$ cat config.mk
export PLATFORM = sky130hd
export DESIGN_NAME = jtag_tap_driver_flat
export DESIGN_NICKNAME = d
export VERILOG_FILES = /design/src/rtl/jtag_tap_driver_if.sv /design/src/rtl/jtag_tap_driver.sv /design/src/flat_wrapper.sv
export SDC_FILE = /design/constraint.sdc
export NUM_CORES = 1
export LEC_CHECK = 0
export BUFFER_PORTS_ARGS = -buffer_cell sky130_fd_sc_hd__buf_2
export CORE_UTILIZATION = 45
export CTS_CLUSTER_SIZE = 30
export DETAILED_ROUTE_END_ITERATION = 7
export PLACE_DENSITY_LB_ADDON = 0.2
export SLEW_MARGIN = 20
export SYNTH_ARGS = -nofsm -noshare
export SYNTH_HDL_FRONTEND = slang
export SYNTH_SLANG_ARGS = --single-unit
$ cat constraint.sdc
create_clock -name wb_clk_i -period 5.93 [get_ports wb_clk_i]
set_input_delay 1.4825 -clock wb_clk_i [delete_from_list [all_inputs] [get_ports wb_clk_i]]
set_output_delay 1.4825 -clock wb_clk_i [all_outputs]
set_load 0.01 [all_outputs]
$ cat src/rtl/jtag_tap_driver_if.sv
// Command/response bundle between a JTAG sequence requester and jtag_tap_driver.
interface jtag_tap_driver_if;
  logic        cmd_valid;
  logic        cmd_ready;
  logic [1:0]  cmd_op;
  logic [5:0]  cmd_len;
  logic [63:0] cmd_data;
  logic        rsp_valid;
  logic [63:0] rsp_data;
  logic        busy;

  modport master (
    output cmd_valid, cmd_op, cmd_len, cmd_data,
    input  cmd_ready, rsp_valid, rsp_data, busy
  );

  modport slave (
    input  cmd_valid, cmd_op, cmd_len, cmd_data,
    output cmd_ready, rsp_valid, rsp_data, busy
  );
endinterface

$ cat src/rtl/jtag_tap_driver.sv
// JTAG initiator: walks the TAP through reset/IR/DR/idle sequences from wb_clk_i and
// returns the TDO bits captured during the shift cycles.
module jtag_tap_driver #(
  parameter int unsigned TCK_DIV = 2
) (
  input  logic               wb_clk_i,
  input  logic               wb_rst_ni,
  jtag_tap_driver_if.slave   bus,
  output logic               tck_o,
  output logic               tms_o,
  output logic               tdi_o,
  input  logic               tdo_i
);

  localparam int unsigned    DivW   = (TCK_DIV > 1) ? $clog2(TCK_DIV) : 1;
  localparam logic [DivW-1:0] DivMax = DivW'(TCK_DIV - 1);

  typedef enum logic [1:0] {OpReset = 2'd0, OpShiftIr = 2'd1, OpShiftDr = 2'd2, OpIdle = 2'd3} op_e;
  typedef enum logic [1:0] {StIdle, StSeq, StDone, StResp} state_e;

  // TCK cycles spent walking from Run-Test/Idle into Shift-xR.
  function automatic logic [6:0] pre_cycles(op_e op);
    case (op)
      OpShiftDr: return 7'd3;
      OpShiftIr: return 7'd4;
      default:   return 7'd0;
    endcase
  endfunction

  function automatic logic [6:0] seq_len(op_e op, logic [5:0] len);
    case (op)
      OpReset: return 7'd6;
      OpIdle:  return {1'b0, len} + 7'd1;
      default: return pre_cycles(op) + {1'b0, len} + 7'd3;
    endcase
  endfunction

  function automatic logic is_shift(op_e op, logic [5:0] len, logic [6:0] k);
    logic [6:0] pre;
    pre = pre_cycles(op);
    return (op == OpShiftDr || op == OpShiftIr) && (k >= pre) && (k <= pre + {1'b0, len});
  endfunction

  function automatic logic tms_at(op_e op, logic [5:0] len, logic [6:0] k);
    logic [6:0] pre;
    logic [6:0] last;
    pre  = pre_cycles(op);
    last = pre + {1'b0, len};
    case (op)
      OpReset: return k < 7'd5;
      OpIdle:  return 1'b0;
      default: begin
        if (k < pre)        return (k == 7'd0) || (op == OpShiftIr && k == 7'd1);
        else if (k <= last) return k == last;
        else                return k == last + 7'd1;
      end
    endcase
  endfunction

  state_e          state_q;
  op_e             op_q;
  logic            auto_q;
  logic [5:0]      len_q;
  logic [63:0]     data_q;
  logic [63:0]     cap_q;
  logic [6:0]      cyc_q;
  logic [DivW-1:0] div_q;
  logic            tck_q, tms_q, tdi_q;
  logic            ready_q, busy_q, rsp_valid_q;
  logic [63:0]     rsp_data_q;

  op_e        cmd_op;
  logic [6:0] cyc_nxt;
  logic [5:0] idx_cur, idx_nxt;
  logic       shift_cur, shift_nxt, tms_nxt, last_cyc;

  assign cmd_op    = op_e'(bus.cmd_op);
  assign cyc_nxt   = cyc_q + 7'd1;
  assign idx_cur   = 6'(cyc_q - pre_cycles(op_q));
  assign idx_nxt   = 6'(cyc_nxt - pre_cycles(op_q));
  assign shift_cur = is_shift(op_q, len_q, cyc_q);
  assign shift_nxt = is_shift(op_q, len_q, cyc_nxt);
  assign tms_nxt   = tms_at(op_q, len_q, cyc_nxt);
  assign last_cyc  = (cyc_q == seq_len(op_q, len_q) - 7'd1);

  // Reset lands directly in the sequencer running a RESET walk (auto-reset, no response).
  always_ff @(posedge wb_clk_i or negedge wb_rst_ni) begin
    if (!wb_rst_ni) begin
      state_q     <= StSeq;
      op_q        <= OpReset;
      auto_q      <= 1'b1;
      len_q       <= '0;
      data_q      <= '0;
      cap_q       <= '0;
      cyc_q       <= '0;
      div_q       <= '0;
      tck_q       <= 1'b0;
      tms_q       <= 1'b1;
      tdi_q       <= 1'b0;
      ready_q     <= 1'b0;
      busy_q      <= 1'b1;
      rsp_valid_q <= 1'b0;
      rsp_data_q  <= '0;
    end else begin
      case (state_q)
        StIdle: begin
          if (bus.cmd_valid && ready_q) begin
            op_q    <= cmd_op;
            len_q   <= bus.cmd_len;
            data_q  <= bus.cmd_data;
            cap_q   <= '0;
            cyc_q   <= '0;
            div_q   <= '0;
            tms_q   <= tms_at(cmd_op, bus.cmd_len, 7'd0);
            tdi_q   <= 1'b0;
            ready_q <= 1'b0;
            busy_q  <= 1'b1;
            state_q <= StSeq;
          end
        end
        StSeq: begin
          if (div_q != DivMax) begin
            div_q <= div_q + 1'b1;
          end else begin
            div_q <= '0;
            tck_q <= ~tck_q;
            if (!tck_q) begin
              if (shift_cur) cap_q[idx_cur] <= tdo_i;
            end else if (last_cyc) begin
              tms_q   <= 1'b0;
              tdi_q   <= 1'b0;
              state_q <= StDone;
            end else begin
              cyc_q <= cyc_nxt;
              tms_q <= tms_nxt;
              tdi_q <= shift_nxt & data_q[idx_nxt];
            end
          end
        end
        StDone: begin
          if (!auto_q) begin
            rsp_valid_q <= 1'b1;
            rsp_data_q  <= cap_q;
          end
          state_q <= StResp;
        end
        default: begin
          rsp_valid_q <= 1'b0;
          ready_q     <= 1'b1;
          busy_q      <= 1'b0;
          auto_q      <= 1'b0;
          state_q     <= StIdle;
        end
      endcase
    end
  end

  assign tck_o         = tck_q;
  assign tms_o         = tms_q;
  assign tdi_o         = tdi_q;
  assign bus.cmd_ready = ready_q;
  assign bus.busy      = busy_q;
  assign bus.rsp_valid = rsp_valid_q;
  assign bus.rsp_data  = rsp_data_q;

endmodule

$ cat src/flat_wrapper.sv
// flat-port wrapper written by rule: the top's interface ports become plain ports
module jtag_tap_driver_flat 
#(
  parameter int unsigned TCK_DIV = 2
)
  (wb_clk_i, wb_rst_ni, tck_o, tms_o, tdi_o, tdo_i, bus_cmd_valid, bus_cmd_op, bus_cmd_len, bus_cmd_data, bus_cmd_ready, bus_rsp_valid, bus_rsp_data, bus_busy);
  jtag_tap_driver_if bus_i ();
  input  logic wb_clk_i;
  input  logic wb_rst_ni;
  output logic tck_o;
  output logic tms_o;
  output logic tdi_o;
  input  logic tdo_i;
  input wire logic [$bits(bus_i.cmd_valid)-1:0] bus_cmd_valid;
  input wire logic [$bits(bus_i.cmd_op)-1:0] bus_cmd_op;
  input wire logic [$bits(bus_i.cmd_len)-1:0] bus_cmd_len;
  input wire logic [$bits(bus_i.cmd_data)-1:0] bus_cmd_data;
  output wire logic [$bits(bus_i.cmd_ready)-1:0] bus_cmd_ready;
  output wire logic [$bits(bus_i.rsp_valid)-1:0] bus_rsp_valid;
  output wire logic [$bits(bus_i.rsp_data)-1:0] bus_rsp_data;
  output wire logic [$bits(bus_i.busy)-1:0] bus_busy;
  assign bus_i.cmd_valid = bus_cmd_valid;
  assign bus_i.cmd_op = bus_cmd_op;
  assign bus_i.cmd_len = bus_cmd_len;
  assign bus_i.cmd_data = bus_cmd_data;
  assign bus_cmd_ready = bus_i.cmd_ready;
  assign bus_rsp_valid = bus_i.rsp_valid;
  assign bus_rsp_data = bus_i.rsp_data;
  assign bus_busy = bus_i.busy;
  jtag_tap_driver #(.TCK_DIV(TCK_DIV)) u_core (.wb_clk_i(wb_clk_i), .wb_rst_ni(wb_rst_ni), .bus(bus_i), .tck_o(tck_o), .tms_o(tms_o), .tdi_o(tdi_o), .tdo_i(tdo_i));
endmodule
==> results.md <==
- At the worst endpoint, the required time is 6.33 ns.
- At the pin with the least slew margin, the transition time is 0.9469 ns.
- The nature of the critical path endpoint is a flip-flop.
- TritonCTS built the clock tree.
- For this run, the total global-route usage over all layers was measured as 21.35%.
- The average cell area after synthesis is 11.56 µm².
- After routing, the total negative slack on setup checks comes to 0 ns.
- The number of max-cap violations is 0.
- The total overflow reported by the global router is 0.
- The count of unique library cells instantiated by Yosys is 68.
- Of the cells placed in the final design, the portion with a size suffix greater than 1 is 33.60%.
- The relative area change from synthesis to final layout is 16.67%.
- Counting the buffers created by CTS gives 25.
- The number of rows in the core area is 57.
- Setup repair after global routing left no endpoint under its margin.
- The critical path goes through inv_1 > ha_1 > inv_1 > ha_1 > inv_1 > ha_1 > inv_1 > fa_1 > nand3b_1 > a21oi_1 > a2bb2oi_1 > nor2b_1 > xnor2_1 > or3_1 > a2111oi_4 > nor2_2 > mux2_2.
- The highest achievable clock rate is 216.4 MHz.
- Yosys printed 0 warnings.
- The critical path is of the reg2reg type.
- The switching power as a share of total power is 41.51%.
- The die covers 25560 µm².
- The count of vias placed by the detailed router is 8088.
- The largest stage delay on the critical path is 0.46 ns.
- The number of nets in the synthesized netlist is 1090.
- The master cell of the clock root buffer is clkbuf_16.
- Counting the fill cells in the layout gives 2163.
- The max-slew violation total from the final report is 0.
- The count of endpoints failing hold in the final timing report was 0.
- The average wire per standard cell is 18.81 µm.
- The pin count of the biggest net entering global routing is 119.
- After the first detailed-routing iteration, the DRC count stood at 514.
- Between clock sinks in the finished design, the worst skew comes to 0.01320 ns.
- 146 I/O pins were placed.
- The most used flip-flop cell after synthesis is dfrtp_1.
- The x dimension of the die is 159.9 µm.
- The kind of start point of the critical path is a flip-flop.
- The fraction of the cycle the final worst path needs is 77.91%.
- The mapped netlist covers 11210 µm².
- In the layout the commonest cells are 213 x dfrtp_1, 144 x buf_2, 137 x mux2_2.
- The clock network accounts for 20.1% of the total power.
- Among the stages of the critical path, the cell type that occurs most often is inv_1.
- The post-route DRC violation count is 0.
- The final critical-path required period is 4.620 ns.
- The placed wire-length estimate is 18550 µm.
- The pre-antenna-repair detailed-routing pass consisted of 5 iterations.
- The post-cts repair resize count is 0.
- The areal power density over the cells is 591.9 nW/µm².
- The internal power of the cells totals 4.530 mW.
- The number of global-route vias before repair is 7904.
- The clock insertion delay at the later pin of the skew report is 0.51 ns.
- The arrival time reported for the critical path endpoint is 5.02 ns.
- The combinational power share is 53.7%.
- The quantity of I/O buffers inserted on ports is 145.
- Once the floorplan was initialized, standard cells occupied 45.98% of the core.
- Counting flops with an async set or reset pin after synthesis yields a share of 100.0%.
- In the final design database the tool counted 1213 nets.
- The register bit total from synthesis is 217.
- The sequential power share is 26.2%.
- The leakage power summed over all cells is 6.169 nW.
- The leading cell type in the layout, fill and taps excluded is dfrtp_1.
- Measured against its own limit, the worst slew margin works out to 36.87%.
- The worst hold path belongs to the class reg2reg.
- After floorplanning, the core was sized to cover 24390 µm².
- For this run, the register share of the synthesized area comes to 48.47%.
- The maximum root-to-sink buffer count is 3.
- The flow ran to the end, and the final reports show no timing, DRC or antenna violations.
- The area used by multi-input combinational logic is 5466 µm².
- After layout, the worst setup slack is 1.310 ns.
- Post-CTS timing repair inserted 0 buffers for setup.
- The routability congestion estimate from global placement is 0.8468.
- The antenna diode count is 0.
- The slowest stage cell on the critical path is a2bb2oi_1.
- The initial antenna violation count is 0.
- Across the whole layout, storage elements account for 5435 µm².
- In the routed layout, each cell is associated on average with a via count of 5.640.
- The number of sinks driven by the clock tree is 217.
- Across the VDD grid, the largest voltage drop is 0.2825 mV.
- In the synthesized netlist, the number of instances is 970.
- The detailed-route wire length is 26970 µm.
- The wire length of the first global-routing pass is 43680 µm.
- The net switching power is 3.215 mW.
- The clock input transition at the sequential cells of the worst setup and hold paths is 0.06 ns.
- The pre-CTS setup slack is 1.326 ns.
- The deepest level of the CTS H-tree is 1.
- The number of synthesized flops with an enable pin is 0.
- The final setup violation count is 0.
- The die is 159.9 µm tall.
- Once detail routing completed, the nets flagged for antenna violations numbered 0.
- The maximum net fanout on the critical path is 8.
- The hold buffer count at cts is 0.
==> synthesized netlist by cell type (3+ instances only) <==
cell / n / area, µm²
ha_1: 42 / 525.5
clkinv_1: 4 / 15.01
buf_2: 6 / 30.03
or2_2: 3 / 18.77
mux4_2: 20 / 450.4
and2_1: 4 / 25.02
nor2_1: 20 / 75.07
nand3_1: 26 / 130.1
mux2_2: 137 / 1543
and3_1: 5 / 31.28
inv_1: 26 / 97.59
nor3_1: 4 / 20.02
a31oi_1: 28 / 175.2
xor2_1: 13 / 113.9
nand2b_1: 7 / 43.79
clkbuf_1: 45 / 168.9
nand4_1: 5 / 31.28
dfrtp_1: 213 / 5330
xnor2_1: 25 / 219.0
a22o_1: 5 / 43.79
nand2_1: 38 / 142.6
a21oi_1: 17 / 85.08
o31ai_1: 3 / 22.52
nor2b_1: 14 / 87.58
a211oi_1: 4 / 30.03
o21ai_0: 128 / 640.6
clkbuf_2: 6 / 30.03
dfstp_2: 4 / 105.1
mux2i_1: 5 / 50.05
o21ai_1: 13 / 65.06
o21a_1: 45 / 337.8
a21o_1: 8 / 60.06
==> final timing paths <==
check	startpoint	endpoint	slack (ns)	cells after the start
max in group asynchronous	wb_rst_ni	u_core.bus.rsp_data[27]$_DFFE_PN0P_	3.79	2
min in group asynchronous	wb_rst_ni	u_core.bus.cmd_ready$_DFFE_PN0P_	1.02	1
worst min-delay path	u_core.auto_q$_DFFE_PN1N_	u_core.auto_q$_DFFE_PN1N_	0.49	1
worst max-delay path	u_core.op_q[0]$_DFFE_PN0P_	u_core.cyc_q[0]$_DFFE_PN0P_	1.31	17
worst max register to register	u_core.op_q[0]$_DFFE_PN0P_	u_core.cyc_q[0]$_DFFE_PN0P_	1.31	17
worst min register to register	u_core.auto_q$_DFFE_PN1N_	u_core.auto_q$_DFFE_PN1N_	0.49	1
==> per-layer routing <==
metal	wire [µm]	up-vias	global-route usage [%]
met3	1903	39	4.623
met4	565	0	5.152
met5	0	-	0
met2	12180	245	33.19
li1	-	3798	-
met1	12320	4006	30.48
==> power by group through the flow <==
stage | sequential (mW) | clock, mW | combinational (mW)
after floorplan | 1.95 | 0 | 3.28
after global placement | 2.04 | 0 | 4.12
after detailed placement | 2.06 | 0 | 4.18
after CTS | 2.03 | 1.59 | 4.20
after global routing | 2.07 | 1.64 | 4.58
final | 2.03 | 1.55 | 4.16
==> sequential cells by signal, indices dropped and copies added (netlist names) <==
signal / cells
u_core.tdi_o: 1
u_core.tck_o: 1
u_core.data_q: 64
u_core.bus.rsp_data: 64
u_core.bus.rsp_valid: 1
u_core.op_q: 2
u_core.bus.cmd_ready: 1
u_core.cyc_q: 7
u_core.len_q: 6
u_core.div_q: 1
u_core.auto_q: 1
u_core.cap_q: 64
u_core.tms_o: 1
u_core.state_q: 2
u_core.bus.busy: 1
==> final cells by class <==
class	instances	area share [%]
timing repair buffer	155	6.292
clock inverter	7	0.6885
inverter	30	0.8607
tap	324	3.098
multi-input combinational	664	41.78
clock buffer	37	5.738
sequential	217	41.54
==> critical path: cells and delay by family, from the launching register on <==
family / cells / cell delay (ns)
and+or+nand+nor: 4 / 0.89
DFF: 1 / 0.42
adders and majority gates: 4 / 1.26
buffers and inverters: 4 / 0.46
muxes: 1 / 0.28
xor gates and xnor gates: 1 / 0.14
AOI/OAI and AO/OA: 3 / 1.04
==> metrics by stage <==
step           power (mW)  instance area [µm²]  instances  hold WS (ns)  util [%]
6_report            7.745                13080       1434        0.4883     53.64
5_1_grt             8.300                13080       1434        0.5043     53.64
4_1_cts             7.816                13080       1434        0.4918     53.64
3_5_place_dp        6.238                12240       1390        0.4823     50.19
3_3_place_gp        6.159                12240       1390        0.4784     50.19
2_1_floorplan       5.230                11210        970        0.4527         -
==> cells by family (layout without fill, tap and decap cells) <==
group	Yosys count	count (layout)	share of synthesized area, %
and+or+nand+nor	144	144	6.772
AOI/OAI and AO/OA	276	276	15.42
xor gates and xnor gates	38	38	2.968
muxes	162	162	18.22
DFF	217	217	48.47
adders and majority gates	44	44	5.043
buffers and inverters	89	229	3.113
(Power assumes the default switching activity.)
